==> src/rtl/vend_ctrl.sv <==
// Coin-operated vending controller: accumulates credit, dispenses one item, and pays change as 4/2/1-ruble coins.
// Optional refund on cancel while collecting is compiled in with the VEND_CANCEL_EN macro.
module vend_ctrl #(
    parameter int PRICE    = 5,
    parameter int COIN_A   = 1,
    parameter int COIN_B   = 2,
    parameter int COIN_C   = 5,
    parameter int CREDIT_W = 4
) (
    input  logic                CLK,
    input  logic                reset,
    input  logic [1:0]          coin,
    input  logic                cancel,
    output logic                vend,
    output logic                give_1_ruble_back,
    output logic                give_2_rubles_back,
    output logic                give_4_rubles_back,
    output logic [CREDIT_W-1:0] summ,
    output logic                busy,
    output logic                coin_reject
);

    localparam int COIN_AB  = (COIN_A > COIN_B) ? COIN_A : COIN_B;
    localparam int COIN_MAX = (COIN_AB > COIN_C) ? COIN_AB : COIN_C;
    localparam logic [CREDIT_W-1:0] PRICE_W = CREDIT_W'(PRICE);

    // Credit never exceeds PRICE-1 before a coin, so this bound rules out wrap-around.
    generate
        if (PRICE < 1 || (PRICE - 1 + COIN_MAX) >= (1 << CREDIT_W)) begin : g_bad_params
            $error("vend_ctrl: CREDIT_W too narrow for PRICE and coin values");
        end
    endgenerate

    typedef enum logic [1:0] {IDLE, COLLECT, VEND, CHANGE} state_t;

    state_t              state_reg, state_next;
    logic [CREDIT_W-1:0] summ_reg, summ_next;
    logic [CREDIT_W-1:0] rem_reg, rem_next;
    logic [CREDIT_W-1:0] coin_val;
    logic [CREDIT_W-1:0] credit;
    logic [2:0]          give_amt;
    logic                cancel_req;

`ifdef VEND_CANCEL_EN
    assign cancel_req = cancel && (state_reg == COLLECT);
`else
    logic unused_cancel;
    assign unused_cancel = cancel;
    assign cancel_req    = 1'b0;
`endif

    always_comb begin
        case (coin)
            2'b01:   coin_val = CREDIT_W'(COIN_A);
            2'b10:   coin_val = CREDIT_W'(COIN_B);
            2'b11:   coin_val = CREDIT_W'(COIN_C);
            default: coin_val = '0;
        endcase
    end

    assign credit = summ_reg + coin_val;

    // Largest returnable coin that fits the remaining change.
    always_comb begin
        if (int'(rem_reg) >= 4)      give_amt = 3'd4;
        else if (int'(rem_reg) >= 2) give_amt = 3'd2;
        else                         give_amt = 3'd1;
    end

    always_comb begin
        state_next = state_reg;
        summ_next  = summ_reg;
        rem_next   = rem_reg;
        case (state_reg)
            IDLE, COLLECT: begin
                if (cancel_req) begin
                    rem_next   = credit;
                    summ_next  = '0;
                    state_next = CHANGE;
                end else if (coin != 2'b00) begin
                    summ_next  = credit;
                    state_next = (credit >= PRICE_W) ? VEND : COLLECT;
                end
            end
            VEND: begin
                rem_next   = summ_reg - PRICE_W;
                summ_next  = '0;
                state_next = (summ_reg != PRICE_W) ? CHANGE : IDLE;
            end
            CHANGE: begin
                rem_next = rem_reg - CREDIT_W'(give_amt);
                if (rem_reg == CREDIT_W'(give_amt)) state_next = IDLE;
            end
            default: state_next = IDLE;
        endcase
    end

    always_ff @(posedge CLK) begin
        if (!reset) begin
            state_reg <= IDLE;
            summ_reg  <= '0;
            rem_reg   <= '0;
        end else begin
            state_reg <= state_next;
            summ_reg  <= summ_next;
            rem_reg   <= rem_next;
        end
    end

    assign vend               = (state_reg == VEND);
    assign busy               = (state_reg == VEND) || (state_reg == CHANGE);
    assign give_4_rubles_back = (state_reg == CHANGE) && (give_amt == 3'd4);
    assign give_2_rubles_back = (state_reg == CHANGE) && (give_amt == 3'd2);
    assign give_1_ruble_back  = (state_reg == CHANGE) && (give_amt == 3'd1);
    assign coin_reject        = busy && (coin != 2'b00);
    assign summ               = summ_reg;

endmodule

==> config.mk <==
export PLATFORM = sky130hd
export DESIGN_NAME = vend_ctrl
export DESIGN_NICKNAME = d
export VERILOG_FILES = /design/src/rtl/vend_ctrl.sv
export SDC_FILE = /design/constraint.sdc
export NUM_CORES = 1
export LEC_CHECK = 0
export CORE_MARGIN = 2
export CORE_UTILIZATION = 50
export DETAILED_ROUTE_END_ITERATION = 8
export PLACE_DENSITY = 0.79
export SETUP_SLACK_MARGIN = 0.2
export SYNTH_ARGS = -nofsm -noshare
export SYNTH_HDL_FRONTEND = slang
export SYNTH_SLANG_ARGS = --single-unit
==> constraint.sdc <==
create_clock -name CLK -period 2.1 [get_ports CLK]
set_input_delay 0.525 -clock CLK [delete_from_list [all_inputs] [get_ports CLK]]
set_output_delay 0.525 -clock CLK [all_outputs]
set_load 0.02 [all_outputs]
# Word level (Yosys, flattened, before mapping)

Index checks and enable logic that the tools add are counted.

Muxes and demuxes: 11
Order comparisons: 3
Reductions and logical operators: 11
Add/subtract/negate cells: 3
Equal/unequal tests: 13

Operator list:

| operator              | count |
|---|---|
| $pmux W4 S2           | 2 |
| $mux W2               | 5 |
| $pmux W3 S3           | 1 |
| $eq A2 B2 Y1 const B  | 4 |
| $ge A4 B3 Y1 const B  | 2 |
| $pmux W2 S3           | 1 |
| $add A4 B4 Y4         | 1 |
| $eq A2 B1 Y1 const B  | 2 |
| $eq A4 B3 Y1          | 1 |
| $ge A4 B2 Y1 const B  | 1 |
| $logic_and A1 B1 Y1   | 4 |
| $mux W4               | 1 |
| $ne A2 B2 Y1 const B  | 2 |
| $ne A4 B3 Y1 const B  | 1 |
| $reduce_and A2 Y1     | 2 |
| $reduce_bool A2 Y1    | 2 |
| $sub A4 B3 Y4         | 1 |
| $sub A4 B3 Y4 const B | 1 |
| $eq A3 B1 Y1 const B  | 1 |
| $eq A3 B2 Y1 const B  | 1 |
| $eq A3 B3 Y1 const B  | 1 |
| $mux W3               | 1 |
| $logic_not A2 Y1      | 1 |
| $reduce_or A2 Y1      | 1 |
| $logic_or A1 B1 Y1    | 1 |

Bits of input ports: 5
Register bits after elaboration: 10
Output and inout port bits: 10
Word-level logic and storage cells: 44

# Longest topological paths before layout

Word-level depth: 7
Depth in mapped cells: 8

# Worst setup path after synthesis

No wires, ideal clock.

Kind: input-to-reg
Start: input coin[0]
End: register state_reg[0]
Stages on the path: 8
Arrival time: 1891 ps
Path slack: 150 ps
Path buffers: 1
Library setup time: 59 ps
Data required time: 2041 ps
Path through: clkbuf_1 ha_1 inv_1 fa_1 nor2b_1 o32ai_2 o211ai_1 and3_1

Longest elaborated chain between the ends: 7

Ends and longest elaborated chain:

| what                                                | RTL line | source |
|---|---|---|
| start: declaration                                  | 12       | `input logic [1:0] coin,` |
| $eq A2 B2 Y1 / $eq A2 B1 Y1 (equally long branches) | 53       | `case (coin)` |
| $pmux W3 S3                                         | 53       |  |
| $add A4 B4 Y4                                       | 61       | `assign credit = summ_reg + coin_val;` |
| $ge A4 B3 Y1                                        | 82       | `state_next = (credit >= PRICE_W) ? VEND : COLLECT;` |
| $mux W2                                             | 82       |  |
| $mux W2                                             | 80       | `end else if (coin != 2'b00) begin` |
| $pmux W2 S3                                         | 74       | `case (state_reg)` |
| end signal: assignment                              | 104      | `state_reg <= state_next;` |
| end: declaration                                    | 36       | `state_t state_reg, state_next;` |

Parallel ways exist; a longest one is shown, timed or not. The select of a mux whose other input is x is not followed.
A chain may end at the register's enable or synchronous reset.

# Worst setup path after layout

Start: input coin[1]
End: output coin_reject

Longest elaborated chain between the ends: 2

Ends and longest elaborated chain:

| what                | RTL line | source |
|---|---|---|
| $reduce_bool A2 Y1  | 115      | `assign coin_reject = busy && (coin != 2'b00);` |
| $logic_and A1 B1 Y1 | 115      |  |
| end: declaration    | 20       | `output logic coin_reject` |

No other way between the ends.

==> results_dict.tcl <==
set metrics [dict create \
    status "finished, final reports clean" \
    nets 131 \
    cap_viol_max_count 0 \
    vias_per_cell 5.65 \
    hold_path_startpoint "rem_reg[0]" \
    crit_buf_inv 2 \
    overflow 0 \
    ys_warn_count 0 \
    r2r-start "summ[0]" \
    cts_made_buffers 3 \
    post_cts_buffers 0 \
    syn-num-nets 111 \
    post_drt_wl_per_cell_um 13.6 \
    min_period_ns 1.82 \
    dr.pass1.iters 5 \
    hold_buffers 0 \
    max_freq_mhz 549 \
    syn_inst 97 \
    layout-drive-gt1-share 0.284 \
    endpoint "coin_reject" \
    start_util 0.535 \
    max-slew-margin-rel 0.790 \
    chipHeight_um 44.1 \
    ir_drop_mv 0.491 \
    ys_ff_latch 10 \
    path_cells "dlygate4sd2_1, nor2_1, nor2_1, dlygate4sd2_1" \
    worstSetupStartpointType "primary input" \
    holdPathStages 2 \
    clk_path_buf_depth 2 \
    layout_setup_ws_ns 0.278 \
    vias 746 \
    rsz0062_at_grt "false" \
    wl_um 1790 \
    finalHoldViolCount 0 \
    first_global_vias 752 \
    setup_viol 0 \
    cp-end-kind "output pin" \
    critPathKind "in -> out" \
    cpPeakStageDelay_ns 0.32 \
    period_share 0.868 \
    drt-initial-drc-count 11 \
    arrival_ns 1.30 \
    gp_congestion 0.845 \
    hpwl_um 1390 \
    clockRootBuffer "clkbuf_4" \
    reg2reg_depth 7 \
    reg2reg_to "state_reg[0]" \
    power_leakage_nw 0.483 \
    power_mw 1.14 \
    pin_count 15 \
    cts_tree "done" \
    clk_pin_slew_ns 0.07 \
    cp.depth 4 \
    antenna_found_initial 0 \
    drc 0 \
    die_area_sq_um 1950 \
    tightest_slew_ns 0.314 \
    grt_pass1_wl_um 3170 \
    clk_latency_ns 0.26 \
    pre_cts_ws_ns -0.360 \
    port_buffers 13 \
    path_delay_family "buffers and inverters" \
    crit_fanout 4 \
    diodes 0 \
    drv_slew 0 \
    core_area_sq_um 1510 \
    track_usage 0.221 \
    syn_avg_cell_area_sq_um 8.31 \
    die_w_um 44.1 \
    p_per_area_nw_per_um2 1080 \
    crit_start "coin[1]" \
    final_antenna_net_count 0 \
    worstHoldPathType "reg -> reg" \
    cts.sinks 10 \
    ys_seq_area_frac 0.248 \
    fp-row-count 14 \
    syn_area_sq_um 806 \
    fin_worst_skew_ns 0.00110 \
    r2r_setup_slack_ns 0.31 \
    htree_levels 1 \
    cp_slowest_cell "dlygate4sd2_1" \
    grt_start_max_net_pins 11 \
    area_growth_syn_to_layout_pct 30.9 \
    synth.distinct_cells 38 \
    crit_required_ns 1.57 \
]
cell type report:
| cell class | instances | area [sq um] |
|---|---|---|
| clock buffer | 4 | 36.3 |
| fill | 112 | 452 |
| inverter | 9 | 33.8 |
| multi-input combinational | 74 | 603 |
| sequential | 10 | 204 |
| tap | 16 | 20.0 |
| timing repair buffer | 19 | 158 |
per-stage QoR:
step	utilization	hold slack [ns]	TNS, ns	area, sq um	cells
after floorplan	-	0.478	0	816	97
after global placement	0.659	0.498	-1.36	993	128
after detailed placement	0.659	0.501	-1.56	993	128
after CTS	0.694	0.518	0	1040	132
after global routing	0.700	0.570	0	1050	132
final	0.700	0.515	0	1050	132
worst min-delay path: stages, from the launching register on:
cell and delay, ns:
dfxtp_1 0.33, a21oi_1 0.07, nor2b_1 0.08
cell usage in the layout, fill, tap and decap left out, types with 3 or more instances in the layout:
cell type	n
nor2_1	8
inv_1	7
nor2b_1	7
dfxtp_1	7
dlygate4sd2_1	6
buf_4	6
o21ai_0	5
a21oi_1	5
ha_1	5
nand2_1	4
o21ai_1	3
clkbuf_4	3
clkbuf_2	3
dfxtp_2	3
where the power goes:
| part | leakage, nW | total [mW] | switching, mW | internal, mW |
|---|---|---|---|---|
| Clock | 0.0210 | 0.172 | 0.0666 | 0.105 |
| Combinational | 0.379 | 0.641 | 0.334 | 0.307 |
| Sequential | 0.0833 | 0.329 | 0.0860 | 0.243 |
| Total | 0.483 | 1.14 | 0.487 | 0.655 |
repair_timing:
| item | 4_1_cts | 5_1_grt |
|---|---|---|
| setup endpoints to repair | 13 | 9 |
| gates resized for setup | 18 | 12 |
| gates cloned | 0 | 0 |
| pin swaps | 4 | 0 |
cell usage after synthesis:
library cell | instances | area [sq um]
a211oi_4 | 1 | 20.0
ha_1 | 7 | 87.6
and3_1 | 2 | 12.5
nor2_1 | 8 | 30.0
o221ai_1 | 1 | 8.76
o32ai_2 | 1 | 16.3
dfxtp_1 | 10 | 200
o211a_1 | 1 | 10.0
nor2b_1 | 8 | 50.1
o311ai_2 | 1 | 16.3
nand2_2 | 1 | 6.26
a21bo_2 | 1 | 10.0
nand2_1 | 4 | 15.0
nand3_1 | 1 | 5.00
fa_1 | 2 | 40.0
nand4bb_1 | 1 | 11.3
a21boi_0 | 1 | 7.51
o31ai_1 | 1 | 7.51
inv_2 | 1 | 3.75
or2_2 | 1 | 6.26
xor2_1 | 3 | 26.3
o221a_2 | 1 | 11.3
a21boi_1 | 1 | 7.51
o211ai_1 | 2 | 15.0
o21ai_0 | 6 | 30.0
a211oi_1 | 1 | 7.51
nor4_1 | 1 | 6.26
inv_1 | 8 | 30.0
and2_1 | 1 | 6.26
clkbuf_1 | 2 | 7.51
a31oi_1 | 2 | 12.5
o21a_1 | 1 | 7.51
a22oi_1 | 1 | 7.51
o21ai_1 | 2 | 10.0
nand2b_1 | 1 | 6.26
buf_2 | 2 | 10.0
a21oi_1 | 5 | 25.0
nor3_1 | 3 | 15.0
worst min path at each step:
| stage | end | slack, ns |
|---|---|---|
| 6_report | rem_reg[0] | 0.52 |
| 5_1_grt | rem_reg[0] | 0.57 |
| 4_1_cts | rem_reg[0] | 0.52 |
| 3_5_place_dp | rem_reg[0] | 0.50 |
| 3_3_place_gp | rem_reg[0] | 0.50 |
| 2_1_floorplan | rem_reg[0] | 0.48 |
cells by family after synthesis:
kind of cell               Yosys count  synth area share
buffers and inverters               13            0.0637
and+or+nand+nor                     32             0.211
adders and majority gates            9             0.158
xor gates and xnor gates             3            0.0326
AOI/OAI and AO/OA                   30             0.286
DFF                                 10             0.248
per-layer routing:
metal	routed length (um)	global-route usage	share of wire	vias up
li1	-	-	-	381
met3	69	0.0490	0.039	2
met2	985	0.397	0.55	15
met1	723	0.250	0.40	348
met5	0	0	0	-
met4	13	0.0909	0.0073	0
No activity file was read; power rests on OpenSTA's default activity.
